[src/rtl/ula_contention_ctrl.sv]
// rtl/ula_contention_ctrl.sv - ULA CPU clock generation, video fetch slots and
// contention stretching for the shared lower RAM.
module ula_contention_ctrl #(
  parameter int unsigned STALL_END   = 6,
  parameter int unsigned FETCH_SLOTS = 4,
  parameter bit          IO_CONTEND  = 1'b1
) (
  input  logic       OSC,
  input  logic       n_RESET,
  input  logic       VID_ACTIVE,
  input  logic       n_MREQ,
  input  logic       n_IOREQ,
  input  logic       A15,
  input  logic       A14,
  input  logic       A0,
  output logic       CPU_CLK,
  output logic       CONTEND,
  output logic       VID_FETCH,
  output logic [1:0] VID_SLOT,
  output logic       VID_LATCH,
  output logic [2:0] TSTATE
);

  localparam logic [2:0] STALL_END_TS = 3'(STALL_END);
  localparam logic [3:0] FETCH_LIMIT  = 4'(FETCH_SLOTS);

  logic [4:0] cnt_q, cnt_d;
  logic       win_q, win_d;
  logic       stall_q, stall_d;
  logic       served_q, served_d;
  logic       cpu_clk_q, cpu_clk_d;
  logic       contend_q, contend_d;
  logic       vid_fetch_q, vid_fetch_d;
  logic [1:0] vid_slot_q, vid_slot_d;
  logic       vid_latch_q, vid_latch_d;
  logic [2:0] tstate_q, tstate_d;

  logic [2:0] ts_d;
  logic [1:0] sub_d;
  logic       req;
  logic       mem_req;
  logic       io_req;
  logic       bus_idle;
  logic       fall_edge;

  assign mem_req  = !n_MREQ && !A15 && A14;
  assign io_req   = IO_CONTEND && !n_IOREQ && !A0;
  assign req      = mem_req || io_req;
  assign bus_idle = n_MREQ && n_IOREQ;

  // Timebase and window latch; every output below decodes the next CNT value.
  always_comb begin
    cnt_d = cnt_q + 5'd1;
    ts_d  = cnt_d[4:2];
    sub_d = cnt_d[1:0];
    win_d = win_q;
    if (cnt_d == 5'd0) begin
      win_d = VID_ACTIVE;
    end
    fall_edge = (sub_d == 2'd0);
  end

  // Stall decisions only on the would-be falling CPU edge so CPU_CLK never glitches.
  always_comb begin
    stall_d  = stall_q;
    served_d = served_q;
    if (fall_edge) begin
      if (stall_q) begin
        if (ts_d == STALL_END_TS) begin
          stall_d  = 1'b0;
          served_d = 1'b1;
        end
      end else if (req && !served_q && win_d && (ts_d < STALL_END_TS)) begin
        stall_d = 1'b1;
      end else if (req) begin
        served_d = 1'b1;
      end
    end
    if (bus_idle) begin
      served_d = 1'b0;
    end
  end

  always_comb begin
    cpu_clk_d   = stall_d ? 1'b1 : cnt_d[1];
    contend_d   = stall_d;
    vid_fetch_d = win_d && ({1'b0, ts_d} < FETCH_LIMIT);
    vid_slot_d  = vid_fetch_d ? ts_d[1:0] : 2'd0;
    vid_latch_d = vid_fetch_d && (sub_d == 2'd3);
    tstate_d    = ts_d;
  end

  always_ff @(posedge OSC or negedge n_RESET) begin
    if (!n_RESET) begin
      cnt_q       <= 5'd0;
      win_q       <= 1'b0;
      stall_q     <= 1'b0;
      served_q    <= 1'b0;
      cpu_clk_q   <= 1'b1;
      contend_q   <= 1'b0;
      vid_fetch_q <= 1'b0;
      vid_slot_q  <= 2'd0;
      vid_latch_q <= 1'b0;
      tstate_q    <= 3'd0;
    end else begin
      cnt_q       <= cnt_d;
      win_q       <= win_d;
      stall_q     <= stall_d;
      served_q    <= served_d;
      cpu_clk_q   <= cpu_clk_d;
      contend_q   <= contend_d;
      vid_fetch_q <= vid_fetch_d;
      vid_slot_q  <= vid_slot_d;
      vid_latch_q <= vid_latch_d;
      tstate_q    <= tstate_d;
    end
  end

  assign CPU_CLK   = cpu_clk_q;
  assign CONTEND   = contend_q;
  assign VID_FETCH = vid_fetch_q;
  assign VID_SLOT  = vid_slot_q;
  assign VID_LATCH = vid_latch_q;
  assign TSTATE    = tstate_q;

endmodule

[config.mk]
export PLATFORM = sky130hd
export DESIGN_NAME = ula_contention_ctrl
export DESIGN_NICKNAME = d
export VERILOG_FILES = /design/src/rtl/ula_contention_ctrl.sv
export SDC_FILE = /design/constraint.sdc
export NUM_CORES = 1
export LEC_CHECK = 0
export ABC_AREA = 1
export CAP_MARGIN = 20
export CORE_MARGIN = 5
export CORE_UTILIZATION = 42
export DETAILED_ROUTE_END_ITERATION = 7
export PLACE_DENSITY = 0.71
export SETUP_SLACK_MARGIN = 0.15
export SYNTH_ARGS = -nofsm -noshare
export SYNTH_HDL_FRONTEND = slang
export SYNTH_SLANG_ARGS = --single-unit
export TNS_END_PERCENT = 5
[constraint.sdc]
create_clock -name OSC -period 1.4 [get_ports OSC]
set_input_delay 0.35 -clock OSC [delete_from_list [all_inputs] [get_ports OSC]]
set_output_delay 0.35 -clock OSC [all_outputs]
set_load 0.005 [all_outputs]
# Word level (Yosys, flattened, before mapping)
# Cells that the tools add are included.
# op_classes
addsub	1
magnitude_cmp	2
n_eq_ne	4
muxes	13
n_reduce_logical	20
# ops
op	count
2-to-1 mux 1 bit	12
logical AND 1 bit	9
< comparator 3 bit, second input constant	2
adder 5 x 1 -> 5 bit, second input constant	1
zero test 1 bit	5
zero test 5 bit	1
AND reduction 4 bit	1
== test 3 bit, second input constant	1
inequality test 3 x 1 -> 1 bit, second input constant	1
inequality test 3 bit, second input constant	1
nonzero test 3 bit	1
== test 2 bit, second input constant	1
zero test 2 bit	1
2-to-1 mux 2 bit	1
nonzero test 2 bit	1
logical OR 1 bit	1
# word_totals
ff_bits	16
in_bits	8
output_inout_bits	9
elab_cells	49

# Logic depth before layout (Yosys ltp)
# depth
depth_word	11
mapped_depth	12
mapped_depth_nobuf	12

# Worst setup path after synthesis
# OpenSTA, ideal clock, no wires.
# synth_timing
path_type	register to register
startpoint	register cnt_q[0]
endpoint	register served_q
setup_ns	0.117
arrival_time_ns	1.328
t_required_ns	1.283
path_slack_ns	-0.045
path_stages_with_launch	12
path_buffers	0
period_less_slack_ns	1.445
cell_sequence	dfrtp_1 -> ha_1 -> nand2_1 -> nand2_2 -> nor2_4 -> nand3_1 -> nand2_1 -> nand2_2 -> nand3_2 -> nand3_1 -> nand2_1 -> nand2_1
# synth_via
elab_chain_len	7
word_cells_on_any_way	12
classes_between	add/sub: 1; order compare: 1; eq/ne: 3; mux: 1; reduce/logical: 6
# synth_lines
element	line_no	rtl
start: declaration	27	logic [4:0] cnt_q, cnt_d;
start signal: assignment	106	cnt_q <= cnt_d;
adder 5 x 1 -> 5 bit	53	cnt_d = cnt_q + 5'd1;
via cnt_d[2]	27	
zero test 5 bit	57	if (cnt_d == 5'd0) begin
2-to-1 mux 1 bit	57	
via win_d	28	logic win_q, win_d;
logical AND 1 bit (2 in series)	73	end else if (req && !served_q && win_d && (ts_d < STALL_END_TS)) begin
inequality test 3 bit (no line)	--	
AND reduction 4 bit (no line)	--	
end signal: assignment	109	served_q <= served_d;
end: declaration	30	logic served_q, served_d;
# The timed path passes the listed nets, and every way through them passes these cells.
# A chain may end at the register's enable or synchronous reset.

# Final worst setup path
# layout_timing
startpoint	register cnt_q[1]
endpoint	register served_q
# layout_via
elab_chain_len	7
word_cells_on_any_way	12
classes_between	add/sub: 1; order compare: 1; eq/ne: 3; mux: 1; reduce/logical: 6
# layout_lines
element	line_no
adder 5 x 1 -> 5 bit	53
zero test 5 bit	57
2-to-1 mux 1 bit	57
via win_d	28
logical AND 1 bit (2 in series)	73
inequality test 3 bit (no line)	--
AND reduction 4 bit (no line)	--
# The timed path passes the listed nets, and every way through them passes these cells.

==> impl_metrics.py <==
metrics = {
    "outcome": {
        "outcome": "finished with violations",
        "violations": "setup timing",
    },
    "placement": {
        "placement.cell_area_um2": 901,
        "hpwl_mm": 1.13,
        "place.gp.congestion": 0.774,
        "io_buffers": 16,
    },
    "setup_path": {
        "worstSetupStartpointType": "flip-flop",
        "crit_required_ns": 1.58,
        "critPathArrivalTime_ns": 1.61,
        "path_cells": "ha_4, nand3_4, nand2_1, nand2_2, nand4_1, nand2_2, nand3_2, nand4_1, nand2_1",
        "critPathMaxStageDelay_ns": 0.43,
        "critPathMaxFanout": 5,
        "crit_slowest_cell": "dfrtp_1",
        "end_kind": "flip-flop",
        "crit_type": "reg2reg",
    },
    "detailed_routing": {
        "route.met2.wl_um": 785,
        "met3_wirelength_um": 91,
        "wl_met1_um": 673,
        "top_layer": "met4",
        "drc": 0,
        "vias_per_cell": 5.06,
        "first_iter_violations": 7,
        "vias": 617,
        "wl_per_cell_um": 13.0,
        "antenna_left": 0,
        "totalWireLength_mm": 1.58,
        "dr.pass1.iters": 4,
    },
    "grt": {
        "antenna_found_initial": 0,
        "overflow": 0,
        "grt_pass1_vias": 627,
        "grt_pass1_wl_mm": 2.70,
        "grt_max_degree": 9,
        "grt_util_all_layers": 0.138,
    },
    "pwr": {
        "power_leakage_nw": 0.467,
        "peakVddDrop_mv": 0.515,
        "power_density_mw_per_mm2": 758,
    },
    "timing": {
        "fin_skew_ns": 0.00422,
        "drv_slew": 0,
        "fin_crit_sh": 1.02,
        "min_period_ns": 1.43,
        "rsz0062_at_grt": "yes",
        "worst_pin_slew_ns": 0.326,
        "slew_headroom": 0.782,
        "finalSetupViolCount": 2,
        "hold_violations": 0,
        "setup_slack_ns": -0.0305,
        "max_clock_freq_mhz": 699,
        "tns_ns": -0.0526,
        "whs_ns": 0.331,
    },
    "layout": {
        "finish.net_count": 118,
        "area_growth_pct": 48.5,
        "fin_area_mm2": 0.00103,
        "drive_above_1_share": 0.472,
        "diodes": 0,
    },
    "floorplan": {
        "dieArea_mm2": 0.00256,
        "core-area_mm2": 0.00154,
        "start_util": 0.449,
        "rows": 14,
        "die_w_um": 50.6,
        "dieHeight_um": 50.6,
        "num_io_pins": 17,
    },
    "clocking": {
        "hold_buffers": 0,
        "path_clk_slew_ns": 0.08,
        "clk_path_buf_depth": 2,
        "clock-sinks": 13,
        "clock_latency_ns": 0.28,
        "cts_tree": "done",
        "cts_made_buffers": 3,
        "h-tree-depth": 1,
        "cts-root-buf": "clkbuf_4",
    },
    "yosys": {
        "synth_cell_types": 19,
        "netlist_area_um2": 692,
        "synth-seq-cells": 13,
        "synthCells": 77,
        "synth_nets": 88,
        "ys_seq_area_frac": 0.472,
        "synth_warnings": 0,
        "syn_avg_cell_area_um2": 8.99,
    },
    "hold_path": {
        "hold_class": "in2async",
    },
    "flow_run": {
        "cap_violations": 0,
    },
}
[worst max-delay path, delay by kind of cell (launching register included)]
| family | cells | cell delay [ns] |
|---|---|---|
| adder cells (fa/ha/maj) | 1 | 0.21 |
| AND/OR/NAND/NOR | 8 | 0.69 |
| flip-flops | 1 | 0.43 |
[cell families after synthesis]
family          share of synthesized area
simple gates                        0.313
buf+inv                             0.108
flops                               0.472
compound gates                     0.0524
fa+ha+maj                          0.0543
[worst paths after layout]
kind | startpoint | endpoint | slack, ns | depth (start not counted)
worst max register to register | cnt_q[1] | served_q | -0.03 | 9
worst min-delay path | n_RESET | cnt_q[2] | 0.33 | 1
min in group OSC | served_q | served_q | 0.50 | 2
worst min register to register | served_q | served_q | 0.50 | 2
worst max-delay path | cnt_q[1] | served_q | -0.03 | 9
max in group asynchronous | n_RESET | CONTEND | 0.65 | 2
[state kept, by name, summed over array words and instances (netlist names)]
| signal | cells |
|---|---|
| VID_SLOT | 2 |
| served_q | 1 |
| cnt_q | 5 |
| VID_FETCH | 1 |
| win_q | 1 |
| CPU_CLK | 1 |
| CONTEND | 1 |
| VID_LATCH | 1 |
[repair_timing]
| item | 4_1_cts | 5_1_grt |
|---|---|---|
| endpoints found under the setup margin | 17 | 13 |
| resized for setup | 40 | 9 |
| pin swaps | 12 | 10 |
| endpoints found under the hold margin | 0 | 0 |
| buffers inserted | 4 | 1 |
[placed cells by master, fill, tap and decap left out, drive strengths merged, types with 2 or more instances in the layout]
cell type / Yosys / final
buf: 4 / 15
clkbuf: 0 / 7
clkdlybuf4s15: 0 / 4
clkdlybuf4s50: 0 / 7
dfrtp: 12 / 12
ha: 3 / 3
inv: 11 / 11
nand2: 21 / 21
nand3: 8 / 8
nand4: 6 / 6
nor2: 6 / 6
o21ai: 2 / 2
[synthesized netlist by cell type, drive strengths merged]
cell	instances	area [um^2]
dfrtp	12	300
a21oi	1	5.00
a22oi	1	21.3
dfstp	1	26.3
inv	11	41.3
nand3	8	50.1
nand3b	1	7.51
nor2	6	32.5
o21ai	2	10.0
nand2	21	88.8
ha	3	37.5
nand4	6	37.5
buf	4	33.8
[final cells by class]
class / count / area, um^2
inverter: 11 / 41.3
sequential: 13 / 329
multi-input combinational: 49 / 370
tap: 16 / 20.0
clock buffer: 4 / 26.3
timing repair buffer: 29 / 240
fill: 129 / 514
[stage by stage]
stage	std cells	power [W]	setup slack, ns	utilization
floorplan	77	0.000486	-0.0250	-
global placement	113	0.000560	-0.126	0.584
detailed placement	113	0.000560	-0.185	0.584
CTS	121	0.000792	-0.0512	0.657
global route	122	0.000824	-0.151	0.666
finish	122	0.000779	-0.0305	0.666
[metal layers]
metal | track usage | vias up
met5 | 0 | -
met4 | 0.0638 | 0
met3 | 0.0325 | 4
met2 | 0.244 | 16
met1 | 0.153 | 288
li1 | - | 309
[report_power, final]
part           internal (W)  switching [W]  leakage (nW)
sequential         0.000407      0.0000166         0.160
clock              0.000111       0.000127        0.0150
combinational     0.0000566      0.0000613         0.292
Note: power is estimated with default switching activity, not from simulation.
